==> config.mk <==
export PLATFORM = sky130hd
export DESIGN_NAME = reset_sequencer
export DESIGN_NICKNAME = d
export VERILOG_FILES = /design/src/rtl/reset_sequencer.sv
export SDC_FILE = /design/constraint.sdc
export NUM_CORES = 1
export LEC_CHECK = 0
export ABC_AREA = 1
export CORE_MARGIN = 5
export CORE_UTILIZATION = 28
export CTS_CLUSTER_SIZE = 8
export DETAILED_ROUTE_END_ITERATION = 16
export SKIP_CTS_REPAIR_TIMING = 1
export SLEW_MARGIN = 20
export SYNTH_ARGS = -nofsm -noshare
export SYNTH_HDL_FRONTEND = slang
export SYNTH_SLANG_ARGS = --single-unit
==> constraint.sdc <==
create_clock -name iCLK -period 3.7 [get_ports iCLK]
set_clock_uncertainty 0.2 [all_clocks]
set_input_delay 0.37 -clock iCLK [delete_from_list [all_inputs] [get_ports iCLK]]
set_output_delay 0.37 -clock iCLK [all_outputs]
set_load 0.02 [all_outputs]
==> src/rtl/reset_sequencer.sv <==
`timescale 1ns/1ps
// reset_sequencer
// Staged power-on / soft reset sequencer. After the incoming reset is released
// and synchronised, a ramp counter runs and each active-low reset output is
// released once the counter reaches that output's threshold. A soft request
// re-asserts the outputs from the highest index downwards, SHUT_GAP cycles
// apart, waits SHUT_GAP more cycles and then runs the release ramp again.
//
// Ports:
//   iCLK       system clock
//   iRST       asynchronous active-high reset
//   iSOFT_REQ  asynchronous soft reset request level (rising edge acts)
//   oRST_N     staged resets, 0 = hold, 1 = released
//   oDONE      all staged resets released
//   oBUSY      soft shutdown in progress
module reset_sequencer #(
  parameter int                         NUM_OUT  = 3,
  parameter int                         CNT_W    = 25,
  parameter logic [NUM_OUT*CNT_W-1:0]   THRESH   = {25'h8FFFFF, 25'h2FFFFF, 25'h1FFFFF},
  parameter int                         SHUT_GAP = 16
) (
  input  logic               iCLK,
  input  logic               iRST,
  input  logic               iSOFT_REQ,
  output logic [NUM_OUT-1:0] oRST_N,
  output logic               oDONE,
  output logic               oBUSY
);

  localparam int                GAP_W      = $clog2(SHUT_GAP + 1);
  localparam logic [GAP_W-1:0]  GAP_RELOAD = GAP_W'(SHUT_GAP - 1);
  localparam logic [CNT_W-1:0]  CNT_TOP    = THRESH[NUM_OUT*CNT_W-1 -: CNT_W];

  typedef enum logic [1:0] {
    S_HOLD = 2'd0,
    S_RAMP = 2'd1,
    S_RUN  = 2'd2,
    S_SHUT = 2'd3
  } state_t;

  state_t             r_state;
  logic [CNT_W-1:0]   r_cont;
  logic [NUM_OUT-1:0] r_rst;
  logic [GAP_W-1:0]   r_gap;
  logic               r_busy;
  logic               r_rel_s0;
  logic               r_rel_s1;
  logic               r_req_s0;
  logic               r_req_s1;
  logic               r_req_d;

  state_t             w_state_nxt;
  logic [CNT_W-1:0]   w_cont_nxt;
  logic [NUM_OUT-1:0] w_rst_nxt;
  logic [GAP_W-1:0]   w_gap_nxt;
  logic               w_busy_nxt;
  logic [NUM_OUT-1:0] w_cross;
  logic               w_req;

  // Clear the highest-index set bit; used to pick the next output to re-assert.
  function automatic logic [NUM_OUT-1:0] f_drop_top(input logic [NUM_OUT-1:0] v);
    logic [NUM_OUT-1:0] res;
    logic               found;
    res   = v;
    found = 1'b0;
    for (int k = NUM_OUT - 1; k >= 0; k--) begin
      if (!found && v[k]) begin
        res[k] = 1'b0;
        found  = 1'b1;
      end else begin
        found  = found;
      end
    end
    return res;
  endfunction

  // Release synchroniser: shifts in 1 once iRST is low.
  always_ff @(posedge iCLK or posedge iRST) begin
    if (iRST) begin
      r_rel_s0 <= 1'b0;
      r_rel_s1 <= 1'b0;
    end else begin
      r_rel_s0 <= 1'b1;
      r_rel_s1 <= r_rel_s0;
    end
  end

  // Soft request synchroniser plus edge-detect history flop.
  always_ff @(posedge iCLK or posedge iRST) begin
    if (iRST) begin
      r_req_s0 <= 1'b0;
      r_req_s1 <= 1'b0;
      r_req_d  <= 1'b0;
    end else begin
      r_req_s0 <= iSOFT_REQ;
      r_req_s1 <= r_req_s0;
      r_req_d  <= r_req_s1;
    end
  end

  assign w_req = r_req_s1 & ~r_req_d;

  // Threshold match per output against the pre-edge counter value.
  always_comb begin
    w_cross = {NUM_OUT{1'b0}};
    for (int k = 0; k < NUM_OUT; k++) begin
      w_cross[k] = (r_cont == THRESH[k*CNT_W +: CNT_W]);
    end
  end

  // Next-state and datapath update for the sequencer FSM.
  always_comb begin
    w_state_nxt = r_state;
    w_cont_nxt  = r_cont;
    w_rst_nxt   = r_rst;
    w_gap_nxt   = r_gap;
    w_busy_nxt  = r_busy;
    case (r_state)
      S_HOLD: begin
        if (r_rel_s1) begin
          w_state_nxt = S_RAMP;
          w_cont_nxt  = CNT_W'(1);
        end else begin
          w_state_nxt = S_HOLD;
        end
      end
      S_RAMP: begin
        if (w_req) begin
          // An output crossing on this edge counts as the first one dropped,
          // so it never pulses high.
          w_state_nxt = S_SHUT;
          w_busy_nxt  = 1'b1;
          w_rst_nxt   = f_drop_top(r_rst | w_cross);
          w_gap_nxt   = GAP_RELOAD;
        end else begin
          w_rst_nxt  = r_rst | w_cross;
          w_cont_nxt = (r_cont == CNT_TOP) ? r_cont : r_cont + CNT_W'(1);
          if (w_cross[NUM_OUT-1]) begin
            w_state_nxt = S_RUN;
          end else begin
            w_state_nxt = S_RAMP;
          end
        end
      end
      S_RUN: begin
        if (w_req) begin
          w_state_nxt = S_SHUT;
          w_busy_nxt  = 1'b1;
          w_rst_nxt   = f_drop_top(r_rst);
          w_gap_nxt   = GAP_RELOAD;
        end else begin
          w_state_nxt = S_RUN;
        end
      end
      S_SHUT: begin
        if (r_gap == {GAP_W{1'b0}}) begin
          if (|r_rst) begin
            w_rst_nxt = f_drop_top(r_rst);
            w_gap_nxt = GAP_RELOAD;
          end else begin
            // Final wait elapsed: restart the ramp from zero.
            w_state_nxt = S_RAMP;
            w_cont_nxt  = {CNT_W{1'b0}};
            w_busy_nxt  = 1'b0;
          end
        end else begin
          w_gap_nxt = r_gap - GAP_W'(1);
        end
      end
      default: begin
        w_state_nxt = S_HOLD;
        w_cont_nxt  = {CNT_W{1'b0}};
        w_rst_nxt   = {NUM_OUT{1'b0}};
        w_gap_nxt   = {GAP_W{1'b0}};
        w_busy_nxt  = 1'b0;
      end
    endcase
  end

  // State and datapath registers.
  always_ff @(posedge iCLK or posedge iRST) begin
    if (iRST) begin
      r_state <= S_HOLD;
      r_cont  <= {CNT_W{1'b0}};
      r_rst   <= {NUM_OUT{1'b0}};
      r_gap   <= {GAP_W{1'b0}};
      r_busy  <= 1'b0;
    end else begin
      r_state <= w_state_nxt;
      r_cont  <= w_cont_nxt;
      r_rst   <= w_rst_nxt;
      r_gap   <= w_gap_nxt;
      r_busy  <= w_busy_nxt;
    end
  end

  assign oRST_N = r_rst;
  assign oDONE  = &r_rst;
  assign oBUSY  = r_busy;

endmodule

# == Yosys cells after proc, flatten, opt, wreduce, memory -nomap -nowiden ==
# Index checks and enable logic that the tools add are counted.
# classes
n_addsub,2
n_eq_ne,19
mux,51
bitwise_logic,3
reduce_logical,27
# ops
op,count
2-to-1 mux 25 bit,5
one-hot mux 25 bit (3 select lines),1
2-to-1 mux 1 bit,30
"adder 25 x 1 -> 25 bit, second input constant",1
"equality test 25 x 21 -> 1 bit, second input constant",1
"equality test 25 x 22 -> 1 bit, second input constant",1
"equality test 25 x 24 -> 1 bit, second input constant",1
"!= test 2 bit, second input constant",11
AND reduction 6 bit,3
2-to-1 mux 5 bit,3
2-to-1 mux 3 bit,4
one-hot mux 5 bit (2 select lines),1
one-hot mux 3 bit (3 select lines),1
2-to-1 mux 2 bit,4
one-hot mux 2 bit (4 select lines),1
AND reduction 4 bit,2
logical AND 1 bit,6
logical NOT 1 bit,6
AND reduction 3 bit,2
nonzero test 3 bit,2
logical NOT 5 bit,1
"subtractor 5 x 1 -> 5 bit, second input constant",1
"equality test 2 bit, second input constant",2
"!= test 3 bit, second input constant",1
other kinds (11),11
# word_totals
register_bits,41
inputBits,3
out_inout_bits,5
word_cells,114

# == Longest topological paths before layout ==
# logic_depth
word_depth,16
mapped_depth,11
ltp_nobuf,11

# == Least setup slack after synthesis ==
# No wires, ideal clock.
# synth_path
kind,flip-flop to flip-flop
start,reg r_cont[0]
end,reg r_cont[24]
setup_time_ns,0.074
arrival_ns,1.563
required_time_ns,3.426
setup_slack_ns,1.863
path_stages_with_launch,11
n_path_buf,1
synth_period_minus_slack_ns,1.837
path_cell_list,dfrtp_1 > ha_1 > nand2_2 > nor2_4 > nand3_2 > nor2_2 > nand3_2 > nand2_4 > buf_8 > nand2_1 > o21ai_2
# synth_between
elab_chain_cells,4
word_cells_on_any_way,7
cone_classes,add/sub: 1; eq/ne: 2; mux: 3; reduce/logical: 1
# synth_lines
element,line,source
from (decl),42,logic [CNT_W-1:0] r_cont;
from (signal assigned),184,r_cont <= {CNT_W{1'b0}};
from (signal assigned),190,r_cont <= w_cont_nxt;
adder 25 x 1 -> 25 bit,137,w_cont_nxt = (r_cont == CNT_TOP) ? r_cont : r_cont + CNT_W'(1);
2-to-1 mux 25 bit,137,
2-to-1 mux 25 bit,128,if (w_req) begin
one-hot mux 25 bit (3 select lines),118,case (r_state)
# Parallel ways exist; a longest one is shown, timed or not. The select of a mux whose other input is x is not followed.
# A chain may end at the register's enable or synchronous reset.

==> results.py <==
metrics = {
    "clocking": {
        "cts_tree": "done",
        "cts_inserted_buffers": 5,
        "clkLatencyLatePin_ns": 0.30,
        "cts_buffer_depth": 2,
        "cts_root_buf": "clkbuf_8",
        "clock-sinks": 41,
        "cts.clk_slew.worst_paths_ns": 0.08,
        "h-tree-depth": 2,
    },
    "global_route": {
        "antenna_found_initial": 0,
        "grt_max_degree": 44,
        "first_global_vias": 2356,
        "grt-ovfl-total": 0,
        "grt_pass1_wl_microns": 10400,
        "grt_util_all_layers": 0.106,
    },
    "routing": {
        "dr.pass1.iters": 4,
        "drt_iter0_drc": 87,
        "detail-route-antenna-nets": 0,
        "vias_per_cell": 4.39,
        "num_vias": 2351,
        "drc": 0,
        "routed_wl_microns": 5750,
        "wire_per_inst_microns": 10.8,
    },
    "placement": {
        "gp_congestion": 0.845,
        "place_inst": 527,
        "detailed_place_hpwl_microns": 4200,
        "postPlaceCellArea_sq_um": 2920,
        "portBuffers": 7,
    },
    "floorplan": {
        "pin_count": 8,
        "core_sq_um": 9730,
        "rows": 36,
        "start_util": 0.284,
        "die-area_sq_um": 12000,
        "fp.dieW_microns": 109,
        "die_h_microns": 109,
    },
    "worst_setup_path": {
        "crit_path_end_kind": "flop",
        "reg2reg_depth": 9,
        "crit_path_start_kind": "flop",
        "crit_buf_inv": 2,
        "critPathSlowestCell": "ha_1",
        "cp.required_ns": 3.69,
        "crit_top_cell": "nand2_1",
        "cpPeakStageDelay_ns": 0.72,
        "path_cells": "inv_1 -> ha_1 -> nand2_1 -> nand2_1 -> nor2_2 -> nand2_4 -> inv_2 -> nand2_1 -> nand2_1",
        "cp.arrival_ns": 2.57,
        "crit_type": "reg -> reg",
        "crit_family": "simple AND/OR/NAND/NOR gates",
        "worst-path-stages": 9,
        "worstPathMaxFanout": 43,
    },
    "yosys": {
        "ys_warn_count": 0,
        "synth_flop_cell": "dfrtp_1",
        "syn_area_sq_um": 2770,
        "synth-edff-count": 0,
        "syn_nets": 403,
        "synth_seq_cells": 41,
        "ys_seq_area_frac": 0.371,
        "synth_cell_types": 29,
        "syn_avg_cell_area_sq_um": 7.02,
        "async_flop_share": 1.00,
        "syn_inst": 394,
    },
    "sta": {
        "period_needed_ns": 2.58,
        "rsz0062_at_grt": "no",
        "setup_tns_ns": 0,
        "tightest_slew_ns": 0.850,
        "slew_headroom": 0.433,
        "slew_viol_final": 0,
        "setup_viol": 0,
        "clock.fmax_mhz": 388,
        "hold_ws_ns": 0.147,
        "hold_violations": 0,
        "period_share": 0.697,
    },
    "power_and_ir_drop": {
        "clkPwrFrac": 0.239,
        "switching_share": 0.431,
        "p_per_area_nw_per_um2": 525,
        "combinationalPowerShare": 0.417,
        "power.leakage_nw": 1.28,
        "p_int_mw": 0.908,
        "irDropWorstVdd_v": 0.000198,
        "finalPower_mw": 1.59,
        "p_seq_frac": 0.344,
        "p_sw_mw": 0.686,
    },
    "min_path": {
        "holdPathStages": 0,
        "hp-class": "reg -> reg",
    },
    "cells_and_area": {
        "area_growth_pct": 9.67,
        "final_cell_area_sq_um": 3040,
        "final_cell_mix": "142 x nand2_1, 54 x nor2_1, 41 x dfrtp_1, 36 x nand3_1, 32 x inv_1",
        "nets": 410,
        "final_common_cell": "nand2_1",
        "antennaDiodeCount": 0,
        "drive_gt1_frac": 0.112,
        "fill_cells": 1090,
        "layout.cells.non_filler": 535,
    },
    "status": {
        "status": "finished, final reports clean",
    },
    "run": {
        "drv_cap": 0,
    },
}
synthesized netlist by cell type (all sizes together) (5+ instances only):
library cell | number | area (sq um)
a21oi | 5 | 25.0
buf | 7 | 78.8
dfrtp | 41 | 1030
ha | 6 | 75.1
inv | 34 | 128
nand2 | 146 | 563
nand3 | 39 | 210
nand4 | 5 | 31.3
nor2 | 63 | 279
o21ai | 25 | 181
or2 | 5 | 31.3
xor2 | 7 | 61.3
sequential cells by signal, summed over array words and instances, names as in the netlist, named ones only:
signal,flops
r_req_s1,1
r_gap,5
r_req_s0,1
r_cont,25
r_rel_s0,1
r_req_d,1
r_rel_s1,1
oBUSY,1
oRST_N,3
r_state,1
final cells by class:
class	count	area [sq um]	share of cell area
Multi-Input combinational cell	310	1520	0.500
Sequential cell	41	1030	0.338
Tap cell	133	166	0.0548
Inverter	35	131	0.0433
Clock buffer	7	86.3	0.0284
Timing Repair Buffer	8	77.6	0.0256
Clock inverter	1	30.0	0.00989
cells by family after synthesis:
| logic type | after synthesis | share of synthesized area |
|---|---|---|
| simple gates | 261 | 0.408 |
| other cells | 1 | 0.00135 |
| buf+inv | 43 | 0.0809 |
| xor+xnor | 10 | 0.0316 |
| compound gates | 32 | 0.0800 |
| fa+ha+maj | 6 | 0.0271 |
| flops | 41 | 0.371 |
path summary, 6_finish.rpt:
path	start	endpoint	slack, ns
min	r_rel_s0	r_rel_s1	0.15
max	flop	r_cont[13]	1.12
max reg2reg	flop	r_cont[13]	1.12
min in group asynchronous	iRST	r_gap[1]	0.30
max in group asynchronous	iRST	r_cont[20]	2.63
min reg2reg	r_rel_s0	r_rel_s1	0.15
routing by layer:
metal / track usage / up-vias / part of all wire / wire length (microns)
met5: 0 / - / 0 / 0
met4: 0.0454 / 0 / 0.021 / 121
met3: 0.0188 / 7 / 0.027 / 154
met2: 0.171 / 28 / 0.46 / 2620
met1: 0.139 / 1064 / 0.50 / 2850
li1: - / 1252 / - / -
metrics by stage:
| stage | worst slack, ns | utilization |
|---|---|---|
| after floorplan | 1.86 | - |
| after global placement | 1.23 | 0.300 |
| after detailed placement | 1.14 | 0.300 |
| after CTS | 1.13 | 0.312 |
| after global routing | 0.923 | 0.312 |
| final | 1.12 | 0.312 |
power by group through the flow:
| stage | Clock, mW | Combinational, mW | Sequential, mW |
|---|---|---|---|
| 3_3_place_gp | 0 | 0.650 | 0.554 |
| 6_report | 0.382 | 0.664 | 0.548 |
| 3_5_place_dp | 0 | 0.667 | 0.557 |
| 5_1_grt | 0.415 | 0.758 | 0.556 |
| 2_1_floorplan | 0 | 0.646 | 0.553 |
| 4_1_cts | 0.396 | 0.670 | 0.547 |
Power figures use the tool's default switching activity.
